--- config.mk ---
export PLATFORM = sky130hd
export DESIGN_NAME = cache_mem_ctrl
export DESIGN_NICKNAME = d
export VERILOG_FILES = /design/src/rtl/cache_mem_ctrl_pkg.sv /design/src/rtl/mem_timeout_counter.sv /design/src/rtl/cache_mem_ctrl.sv
export SDC_FILE = /design/constraint.sdc
export NUM_CORES = 1
export LEC_CHECK = 0
export BUFFER_PORTS_ARGS = -buffer_cell sky130_fd_sc_hd__buf_2
export CORE_AREA = 2 2 122 124
export CTS_BUF_LIST = sky130_fd_sc_hd__clkbuf_16
export DETAILED_ROUTE_END_ITERATION = 10
export DIE_AREA = 0 0 124 126
export GPL_TIMING_DRIVEN = 0
export PLACE_DENSITY = 0.79
export SKIP_CTS_REPAIR_TIMING = 1
export SLEW_MARGIN = 20
export SYNTH_ARGS = -nofsm -noshare
export SYNTH_HDL_FRONTEND = slang
export SYNTH_HIERARCHICAL = 1
export SYNTH_SLANG_ARGS = --single-unit
--- constraint.sdc ---
create_clock -name CLK -period 6.15 [get_ports CLK]
set_input_delay 1.23 -clock CLK [delete_from_list [all_inputs] [get_ports CLK]]
set_output_delay 1.23 -clock CLK [all_outputs]
set_load 0.005 [all_outputs]
--- src/rtl/cache_mem_ctrl_pkg.sv ---
// Shared types and encodings for the cache-to-memory miss sequencer.
package cache_mem_ctrl_pkg;

    typedef enum logic [2:0] {
        ST_IDLE  = 3'd0,
        ST_WB    = 3'd1,
        ST_RD    = 3'd2,
        ST_RESP  = 3'd3,
        ST_DRAIN = 3'd4
    } state_t;

    localparam logic MEM_READ  = 1'b0;
    localparam logic MEM_WRITE = 1'b1;

endpackage

--- src/rtl/mem_timeout_counter.sv ---
// Cycle counter for an outstanding memory request; expire fires on the cycle
// the limit-th consecutive ack-less cycle is reached.
module mem_timeout_counter #(
    parameter int W = 8
) (
    input  logic         clk,
    input  logic         rst,
    input  logic         clear,
    input  logic         enable,
    input  logic [W-1:0] limit,
    output logic         expire
);

    logic [W-1:0] count;

    assign expire = enable && (count >= limit - W'(1));

    always_ff @(posedge clk or posedge rst) begin
        if (rst)
            count <= '0;
        else if (clear)
            count <= '0;
        else if (enable && !expire)
            count <= count + W'(1);
    end

endmodule

--- src/rtl/cache_mem_ctrl.sv ---
// Serialises cache miss traffic (write-back, then refill) onto a single-port
// req/ack main memory, with a per-transaction timeout and sticky error flag.
module cache_mem_ctrl
    import cache_mem_ctrl_pkg::*;
#(
    parameter int ADDR_WIDTH     = 32,
    parameter int DATA_WIDTH     = 32,
    parameter int TIMEOUT_CYCLES = 255
) (
    input  logic                  CLK,
    input  logic                  Reset,
    input  logic                  cm_ReadValid,
    input  logic [ADDR_WIDTH-1:0] cm_ReadAddr,
    input  logic                  cm_WriteValid,
    input  logic [ADDR_WIDTH-1:0] cm_WriteAddr,
    input  logic [DATA_WIDTH-1:0] cm_WriteData,
    output logic                  cm_ReadReady,
    output logic [DATA_WIDTH-1:0] cm_ReadData,
    output logic                  cm_WriteDone,
    output logic                  mem_Req,
    output logic                  mem_RW,
    output logic [ADDR_WIDTH-1:0] mem_Addr,
    output logic [DATA_WIDTH-1:0] mem_WriteData,
    input  logic                  mem_Ack,
    input  logic [DATA_WIDTH-1:0] mem_ReadData,
    output logic                  Busy,
    output logic                  Err
);

    localparam int CNT_W = $clog2(TIMEOUT_CYCLES + 1);

    state_t state, state_nxt;

    // Write address/data are captured straight into mem_Addr/mem_WriteData;
    // only the refill address must be held across the write-back.
    logic                  rd_pend, rd_pend_nxt;
    logic                  wr_pend, wr_pend_nxt;
    logic [ADDR_WIDTH-1:0] rd_addr, rd_addr_nxt;

    logic                  req_nxt, rw_nxt, ready_nxt, done_nxt, err_nxt;
    logic [ADDR_WIDTH-1:0] addr_nxt;
    logic [DATA_WIDTH-1:0] wdata_nxt, rdata_nxt;

    logic cnt_clear, cnt_enable, expire;

    assign Busy       = (state != ST_IDLE);
    assign cnt_enable = ((state == ST_WB) || (state == ST_RD)) && !mem_Ack;

    mem_timeout_counter #(
        .W(CNT_W)
    ) u_timeout (
        .clk   (CLK),
        .rst   (Reset),
        .clear (cnt_clear),
        .enable(cnt_enable),
        .limit (CNT_W'(TIMEOUT_CYCLES)),
        .expire(expire)
    );

    always_comb begin
        state_nxt   = state;
        rd_pend_nxt = rd_pend;
        wr_pend_nxt = wr_pend;
        rd_addr_nxt = rd_addr;
        req_nxt     = mem_Req;
        rw_nxt      = mem_RW;
        addr_nxt    = mem_Addr;
        wdata_nxt   = mem_WriteData;
        rdata_nxt   = cm_ReadData;
        ready_nxt   = 1'b0;
        done_nxt    = 1'b0;
        err_nxt     = Err;
        cnt_clear   = 1'b0;

        case (state)
            ST_IDLE: begin
                if (cm_WriteValid || cm_ReadValid) begin
                    rd_pend_nxt = cm_ReadValid;
                    wr_pend_nxt = cm_WriteValid;
                    rd_addr_nxt = cm_ReadAddr;
                    wdata_nxt   = cm_WriteData;
                    req_nxt     = 1'b1;
                    cnt_clear   = 1'b1;
                    if (cm_WriteValid) begin
                        state_nxt = ST_WB;
                        rw_nxt    = MEM_WRITE;
                        addr_nxt  = cm_WriteAddr;
                    end else begin
                        state_nxt = ST_RD;
                        rw_nxt    = MEM_READ;
                        addr_nxt  = cm_ReadAddr;
                    end
                end
            end

            ST_WB: begin
                if (mem_Ack) begin
                    if (rd_pend) begin
                        // Chain straight into the refill with mem_Req held high.
                        state_nxt = ST_RD;
                        rw_nxt    = MEM_READ;
                        addr_nxt  = rd_addr;
                        cnt_clear = 1'b1;
                    end else begin
                        state_nxt = ST_RESP;
                        req_nxt   = 1'b0;
                        done_nxt  = wr_pend;
                    end
                end else if (expire) begin
                    state_nxt = ST_DRAIN;
                    req_nxt   = 1'b0;
                    err_nxt   = 1'b1;
                end
            end

            ST_RD: begin
                if (mem_Ack) begin
                    state_nxt = ST_RESP;
                    req_nxt   = 1'b0;
                    ready_nxt = 1'b1;
                    rdata_nxt = mem_ReadData;
                end else if (expire) begin
                    state_nxt = ST_DRAIN;
                    req_nxt   = 1'b0;
                    err_nxt   = 1'b1;
                end
            end

            ST_RESP: state_nxt = ST_DRAIN;

            ST_DRAIN: begin
                // Hold off until the cache drops its request, so it is not relaunched.
                if (!cm_ReadValid && !cm_WriteValid)
                    state_nxt = ST_IDLE;
            end

            default: begin
                state_nxt = ST_IDLE;
                req_nxt   = 1'b0;
            end
        endcase
    end

    always_ff @(posedge CLK or posedge Reset) begin
        if (Reset) begin
            state         <= ST_IDLE;
            rd_pend       <= 1'b0;
            wr_pend       <= 1'b0;
            rd_addr       <= '0;
            mem_Req       <= 1'b0;
            mem_RW        <= MEM_READ;
            mem_Addr      <= '0;
            mem_WriteData <= '0;
            cm_ReadData   <= '0;
            cm_ReadReady  <= 1'b0;
            cm_WriteDone  <= 1'b0;
            Err           <= 1'b0;
        end else begin
            state         <= state_nxt;
            rd_pend       <= rd_pend_nxt;
            wr_pend       <= wr_pend_nxt;
            rd_addr       <= rd_addr_nxt;
            mem_Req       <= req_nxt;
            mem_RW        <= rw_nxt;
            mem_Addr      <= addr_nxt;
            mem_WriteData <= wdata_nxt;
            cm_ReadData   <= rdata_nxt;
            cm_ReadReady  <= ready_nxt;
            cm_WriteDone  <= done_nxt;
            Err           <= err_nxt;
        end
    end

endmodule

After elaboration in Yosys (flattened, before gate mapping). Cells that the tools add are included. Widths: inputs -> output; s select.

Bits in registers: 146. Logic and storage cells: 83. Input port bits: 133. Output and inout bits: 102.

Magnitude comparators: 1. Equality and inequality tests: 9. Reduce and logical (&&, ||, !) cells: 22. Mux-type cells: 35. Add/sub/neg operators: 1. Bitwise gates (word level): 2.

Operators with widths (number): $mux 32 (4); $pmux 32 s2 (1); $mux 1 (18); $mux 8 (2); $mux 3 (5); $pmux 3 s5 (1); $add 8x1->8 const B (1); $ge 8x8->1 const B (1); $ne 2x2->1 const B (4); $eq 3x2->1 const B (2); $reduce_and 2->1 (3); $reduce_and 3->1 (2); $logic_and 1x1->1 (4); $logic_not 1->1 (4); $pmux 1 s2 (2); $pmux 1 s4 (1); $reduce_and 4->1 (1); $reduce_bool 2->1 (2); $reduce_or 2->1 (2); $eq 3x1->1 const B (1); $eq 3x3->1 const B (1); $logic_not 3->1 (1); $ne 3x3->1 const B (1); $reduce_bool 3->1 (1); 3 further kinds (5).

Longest topological paths before layout. Gate-level depths: netlist (run 1).

Depth after elaboration: 8. Depth in mapped cells: 12. Mapped depth without buffers: 12.

Modules after synthesis. The synthesis (run 1) kept the hierarchy.

By module, submodules not included: cache_mem_ctrl (area each 6332.3 sq um, cells each 399, instances 1, sequential area each 3453.3 sq um); mem_timeout_counter (area each 733.2 sq um, cells each 80, instances 1, sequential area each 200.2 sq um).

Worst setup path before layout (run 1). OpenSTA, ideal clock, no wires.

Path kind: input -> register. Start: in cm_WriteValid. End: reg mem_Addr[0]. Stages on the path: 5. Setup time: 125 ps. Buffers on the path: 2. Slack: 3457 ps. Arrival: 2568 ps. Required time: 6025 ps. Cell sequence: buf_2 -> buf_1 -> mux2_2 -> mux2_4 -> mux2_4.

Cells in the longest elaborated chain, start to end: 3. Elaborated cells between the ends (all ways): 6. Those cells by class: eq/ne (1); mux (3); reduce/logical (2).

RTL lines: from (decl) (RTL line cache_mem_ctrl.sv:14) `input logic cm_WriteValid,`; $mux 32 / $logic_or 1x1->1 (equally long branches) (RTL line cache_mem_ctrl.sv:84, cache_mem_ctrl.sv:77); $mux 32 / $ne 2x2->1 (equally long branches); $pmux 32 s2 / $reduce_and 4->1 (equally long branches); to (signal assigned) (RTL line cache_mem_ctrl.sv:165) `mem_Addr <= addr_nxt;`; to (decl) (RTL line cache_mem_ctrl.sv:22) `output logic [ADDR_WIDTH-1:0] mem_Addr,`.

Several ways; a longest one is shown, not always the timed one. The select of a mux whose other input is x is not followed. A chain may end at the register's enable or synchronous reset.

Worst setup path after layout (run 1).
Start: reg state[2]. End: out Busy.

Cells in the longest elaborated chain, start to end: 1.

RTL lines: from (decl) (RTL line cache_mem_ctrl.sv:32) `state_t state, state_nxt;`; from (signal assigned) (RTL line cache_mem_ctrl.sv:159) `state <= state_nxt;`; $reduce_bool 3->1 (RTL line cache_mem_ctrl.sv:46) `assign Busy = (state != ST_IDLE);`; to (decl) (RTL line cache_mem_ctrl.sv:26) `output logic Busy,`.

No other way between the ends.

==> run summary, run 1 <==
outcome: finished clean
clock root buffer: clkbuf_16
pwr dens: 498 nW/um^2
Placed Cells incl. Taps: 920
fin util: 63.8%
unrepaired setup endpoints after global routing: no
P_leak: 4.51 nW
Longest Clk Path Bufs: 2
PnR worst setup slack: 3270 ps
HP Class: reg2reg
final WL: 16,000 um
post-synthesis mux area share: 33.8%
# DRC: 0
post-synthesis compound-gate area fraction: 4.13%
Initial Util: 49.4%
peak supply drop: 252 uV
core footprint: 14,300 um^2
initial antenna violation count: 2
TritonCTS buffer count: 17
post-synth top area cell: dfrtp_1
worst r2r dst: state[0]
cells after synthesis: 479
I/O Buffers: 234
post-place setup slack: 2930 ps
DR WL/cell: 16.8 um
maximum number of pins on one net before global-route repair: 73
Synth top area share: 51.7%
CP bufs+invs: 3
HP Start: Err
row cnt: 44
FMAX: 347 MHz
Worst EP arrival: 1650 ps
worst hold slack: 468 ps
Total GRT Usage: 20.7%
first-pass GRT wire length: 24,900 um
Die X: 124 um
top_reg_cell synth: dfrtp_1
GP Congestion: 0.777
ratio of cells with drive above 1 in the final layout: 63.2%
Die Area: 15,600 um^2
Max transition margin: 57.3%
Avg Inst Size Synth: 14.8 um^2
Congestion Overflow GR: 0
WS Path Type: reg2out
Post-Synth Adder-Cell Area: 1.77%
crit path launch type: register
final setup fails: 0
crit path max fanout: 10
sequential fraction of the synthesis area: 51.7%
Slew Limit Fails: 0
final setup TNS: 0 ps
Worst Setup End Kind: output port
clock transition at the registers of the reported paths: 60 ps
Final Skew: 8.36 ps
worst r2r src: u_timeout/count[2]
fill count: 1,088
CTS tree: done
number of global-route vias before repair: 5,115
minimum clock period: 2880 ps
First-pass DRT Iterations: 4
final cycle utilization of the critical path: 46.9%
synthesized area: 7070 um^2
crit path cell chain: buf_2 > nor3_2 > inv_1 > buf_2
crit-path most repeated cell: buf_2
dpl cell area: 8580 um^2
Post-synth EDFFs: 0
Crit path largest cell delay: 380 ps
via-per-instance ratio: 5.07
largest family of logic cells by synthesized area: multiplexers
Layout area overhead: 29.3%
max-cap violations: 0
ys async rst share: 100%
worst skew pair latency: 420 ps
Slew @ Worst Pin: 641 ps
Synth Register Bits: 146
Worst R2R Setup Slack: 3640 ps
final hold violations: 0
clock sinks: 146
Hold EP: Err
synth warn: 6
Synth Area in XOR/XNOR: 0.992%
nets: 898
simple-gate portion of the synthesized area: 4.02%
Iter 0 DRT Violations: 164
Ports: 235
worst hold path depth: 1
Cell variety after synth: 48
CP Data Required Time: 4920 ps
# H-tree levels: 4
R2R depth: 8
dominant cells by area after synthesis: dfrtp_1 52%, mux2_2 21%, mux2_4 12%
CP delay by family, top: buffers and inverters
Final Instance Count excl. Fillers: 954
Power Total: 4.55 mW
Routed Antenna Nets: 0
Die H: 126 um
Final Instance Area: 9130 um^2
via count: 4,834
Detailed Place HPWL: 12,100 um
critical path's slowest cell: nor3_2
-- flip-flops by register name, summed over array words and instances (netlist names) --
signal and count:
state 3, Err 1, mem_Addr 32, cm_ReadData 32, cm_ReadReady 1, cm_WriteDone 1
rd_pend 1, u_timeout/count 8, mem_WriteData 32, mem_RW 1, wr_pend 1, mem_Req 1
rd_addr 32
-- area by class of cell --
| type | instances | area (um^2) | area share, % |
|---|---|---|---|
| diodes | 2 | 5.00 | 0.0548 |
| flip-flops and latches | 146 | 3650 | 40.0 |
| clock inverters | 15 | 119 | 1.30 |
| plain buffers | 26 | 214 | 2.34 |
| inverters | 9 | 41.3 | 0.452 |
| well taps | 184 | 230 | 2.52 |
| repair buffers | 235 | 1200 | 13.1 |
| multi-input cells | 320 | 3250 | 35.5 |
| clock buffers | 17 | 425 | 4.66 |
-- kinds of logic after synthesis --
kind of cell             count (synthesis)
AO/OA/AOI/OAI                           36
buffers and inverters                   35
adder cells (fa/ha/maj)                 10
multiplexers                           193
other                                    1
AND/OR/NAND/NOR                         50
XOR/XNOR                                 8
flip-flops                             146
-- cells in the mapped netlist (all sizes together) (3+ instances only) --
| cell type | instances |
|---|---|
| a21boi | 3 |
| a21oi | 11 |
| buf | 26 |
| dfrtp | 146 |
| ha | 10 |
| inv | 9 |
| mux2 | 192 |
| nand2 | 8 |
| nand2b | 5 |
| nand3 | 3 |
| nor2 | 9 |
| nor3 | 7 |
| o21ai | 5 |
| o31ai | 3 |
| or3 | 6 |
| xnor2 | 5 |
| xor2 | 3 |
-- metal layers --
metal	share of wire [%]	track usage, %	vias up	wire length (um)
met5	0	0	-	0
met4	2.1	7.87	0	331
met3	8.1	6.75	29	1300
met2	50	35.2	176	7960
met1	40	24.0	2370	6450
li1	-	-	2259	-
-- cells in the final DEF (no fill, tap or decap), types with 3 or more instances in the layout --
master,count
xor2_1,3
buf_6,13
mux2_1,5
or3_1,6
clkbuf_16,17
nand3_1,3
clkinv_2,3
nand2_1,8
clkinv_4,3
xnor2_1,5
inv_1,9
a21oi_1,10
conb_1,23
buf_2,243
mux2_4,58
clkinv_1,3
ha_1,10
o21ai_0,5
dfrtp_1,146
nor3_1,6
mux2_2,129
nor2_1,7
o31ai_1,3
nand2b_1,5
-- how the worst max path moves through the flow --
stage | cells after the start | slack, ps | to | startpoint
floorplan | 1 | 1220 | Err | Reset
global placement | 2 | -100 | mem_WriteData[19] | Reset
detailed placement | 6 | 2930 | mem_Addr[1] | cm_WriteValid
CTS | 4 | 3270 | Busy | state[2]
global route | 4 | 3150 | Busy | state[2]
finish | 4 | 3270 | Busy | state[2]
-- power by group --
part | internal [mW] | switching [mW] | total [mW] | leakage, nW
Sequential | 1.44 | 0.250 | 1.69 | 1.75
Clock | 0.551 | 0.400 | 0.952 | 0.267
Combinational | 1.15 | 0.756 | 1.91 | 2.49
Note: power is estimated with default switching activity, not from simulation.
==> run 2, diff against run 1 <==
- ABC_AREA: unset -> 1
- CORE_AREA: 2 2 122 124 -> 2 2 121 123
- DIE_AREA: 0 0 124 126 -> 0 0 123 125
- clock period: 6.15 -> 3 ns (I/O delays scaled with it)
==> run 2 against run 1 <==
  * Critical path depth grew 7
  * Register-to-register slack lost 3100 ps
  * Largest power group unchanged
  * Largest cell class unchanged
  * Final cell count rose by 39%
  * Critical endpoint is now u_timeout/count[4]
==> run summary, run 2 <==
outcome: finished clean
final WL: 18,100 um (+13%)
Worst EP arrival: 2740 ps (+1090 ps)
HP Class: in2async
Post-Synth Adder-Cell Area: 1.80% (+0.032 points)
fin util: 64.1% (+0.27 points)
Final Instance Area: 9100 um^2 (-0.36%)
number of global-route vias before repair: 6,148 (+20%)
commonest cells after routing, fill and taps aside: 315 x nand2_1, 258 x buf_2, 146 x dfrtp_1, 85 x inv_1, 64 x nor2_1
row cnt: 44 (unchanged)
final setup fails: 0 (unchanged)
Synth Register Bits: 146 (unchanged)
Worst Setup End Kind: register
nets: 1,276 (+42%)
first-pass GRT wire length: 29,000 um (+17%)
synth warn: 6 (unchanged)
WS Path Type: reg2reg
Detailed Place HPWL: 13,700 um (+13%)
crit path max fanout: 10 (unchanged)
post-place setup slack: 422 ps (-2510 ps)
peak supply drop: 446 uV (+77%)
Worst R2R Setup Slack: 570 ps (-3070 ps)
R2R depth: 11 (+3)
Cell variety after synth: 37 (-23%)
commonest non-fill, non-tap cell in the layout: nand2_1
Diodes inserted: 0 (-2)
Longest Clk Path Bufs: 2 (unchanged)
pwr dens: 1040 nW/um^2 (+110%)
TritonCTS buffer count: 17 (unchanged)
synthesized area: 6940 um^2 (-1.8%)
ratio of cells with drive above 1 in the final layout: 29.6% (-34 points)
worst r2r src: state[1]
via-per-instance ratio: 4.84 (-4.5%)
clock root buffer: clkbuf_16
Die Area: 15,400 um^2 (-1.6%)
maximum number of pins on one net before global-route repair: 33 (-55%)
final hold violations: 0 (unchanged)
synth cell count leaders: 315 x nand2_1, 146 x dfrtp_1, 85 x inv_1
sequential fraction of the synthesis area: 52.6% (+0.93 points)
Total GRT Usage: 24.1% (+3.5 points)
ys async rst share: 100% (unchanged)
# DRC: 0 (unchanged)
via count: 6,436 (+33%)
crit-path most repeated cell: nand2_1
CTS tree: done
worst skew pair latency: 420 ps (about the same)
post-synthesis compound-gate area fraction: 10.6% (+6.5 points)
# H-tree levels: 4 (unchanged)
Slew @ Worst Pin: 572 ps (-69.0 ps)
post-synthesis mux area share: 0% (-34 points)
critical path's slowest cell: dfrtp_1
Initial Util: 48.9% (-0.50 points)
unrepaired setup endpoints after global routing: no
Ports: 235 (unchanged)
Post-synth EDFFs: 0 (unchanged)
core footprint: 14,200 um^2 (-0.77%)
cell with the most instances after synthesis: nand2_1
clock sinks: 146 (unchanged)
Routed Antenna Nets: 0 (unchanged)
Max transition margin: 61.9% (+4.6 points)
worst hold slack: 161 ps (-307 ps)
crit path launch type: register
P_leak: 5.08 nW (+13%)
Congestion Overflow GR: 0 (unchanged)
CP bufs+invs: 4 (+1)
worst r2r dst: u_timeout/count[4]
Die X: 123 um (-0.81%)
CP startpoint: state[1]
post-synth top area cell: dfrtp_1
largest family of logic cells by synthesized area: simple AND/OR/NAND/NOR gates
Stages on worst setup path: 11 (+7)
dominant cells by area after synthesis: dfrtp_1 53%, nand2_1 17%, inv_1 4.6%
I/O Buffers: 234 (unchanged)
Layout area overhead: 31.1%
dpl cell area: 8520 um^2 (-0.79%)
CP Data Required Time: 3310 ps (-1610 ps)
PnR worst setup slack: 568 ps (-2700 ps)
top_reg_cell synth: dfrtp_1
FMAX: 411 MHz
GP Congestion: 0.833 (+7.3%)
final setup TNS: 0 ps (unchanged)
Synth Area in XOR/XNOR: 0.883% (-0.11 points)
cells after synthesis: 860 (+80%)
minimum clock period: 2430 ps
max-cap violations: 0 (unchanged)
CP delay by family, top: simple AND/OR/NAND/NOR gates
simple-gate portion of the synthesized area: 26.0% (+22 points)
initial antenna violation count: 1 (-1)
Iter 0 DRT Violations: 382 (+130%)
First-pass DRT Iterations: 5 (+1)
Crit path largest cell delay: 420 ps (+40 ps)
Synth top area share: 52.6% (+0.93 points)
DR WL/cell: 13.6 um (-19%)
Final Skew: 10.7 ps (+2.35 ps)
CP endpoint: u_timeout/count[4]
clock transition at the registers of the reported paths: 70 ps (about the same)
Slew Limit Fails: 0 (unchanged)
Avg Inst Size Synth: 8.07 um^2 (-45%)
Die H: 125 um (-0.79%)
final cycle utilization of the critical path: 81.1%
crit path cell chain: nor2_1 > nand3_2 > nand2_2 > buf_6 > buf_6 > buf_4 > clkinv_1 > nand2_1 > a21oi_1 > nand2_1 > nand2_1
## run 2: changes by cell type after synthesis, sizes merged, moves of 11 or more
cell / delta
a21oi: +46
clkbuf: +11
nand3: +29
inv: +78
nor2: +60
mux2: -192
nand2: +310
o21ai: +54
## run 2: metal layers
layer	vias to the layer above	part of all wire [%]	GRT usage [%]
met5	-	0.055	0
met4	2	2.2	9.09
met3	35	7.5	6.11
met2	257	49	39.8
met1	2926	42	30.5
li1	3216	-	-
## run 2: cell families (layout without fill, tap and decap cells)
logic type      count (synthesis)  in the layout
xor+xnor                        7              7
fa+ha+maj                      10             10
buf+inv                       130            401
simple gates                  439            439
other cells                     1             16
flops                         146            146
compound gates                127            127
## run 2: area by class of cell
cell class	instances	area, um^2
timing repair buffer	239	1290
inverter	88	334
tap	184	230
fill	1271	5100
sequential	146	3650
multi-input combinational	599	2790
clock buffer	17	425
clock inverter	15	159
buffer	42	225
## run 2: worst min-delay path by stage
stage | to | slack, ps
after detailed placement | mem_WriteData[18] | 450
after CTS | u_timeout/count[6] | 150
after floorplan | u_timeout/count[0] | 420
after global placement | mem_WriteData[7] | 450
after global routing | u_timeout/count[6] | 180
final | u_timeout/count[7] | 160
## run 2: power breakdown
part	leakage [nW]	switching, mW	internal [mW]
Combinational	3.00	2.40	1.58
Clock	0.279	0.864	1.23
Sequential	1.79	0.500	2.93
Total	5.08	3.76	5.74
## run 2: stage by stage
stage / total power [mW] / cells
floorplan: 5.90 / 875
global placement: 7.26 / 1293
detailed placement: 7.44 / 1298
CTS: 9.57 / 1330
global route: 10.3 / 1330
finish: 9.50 / 1330
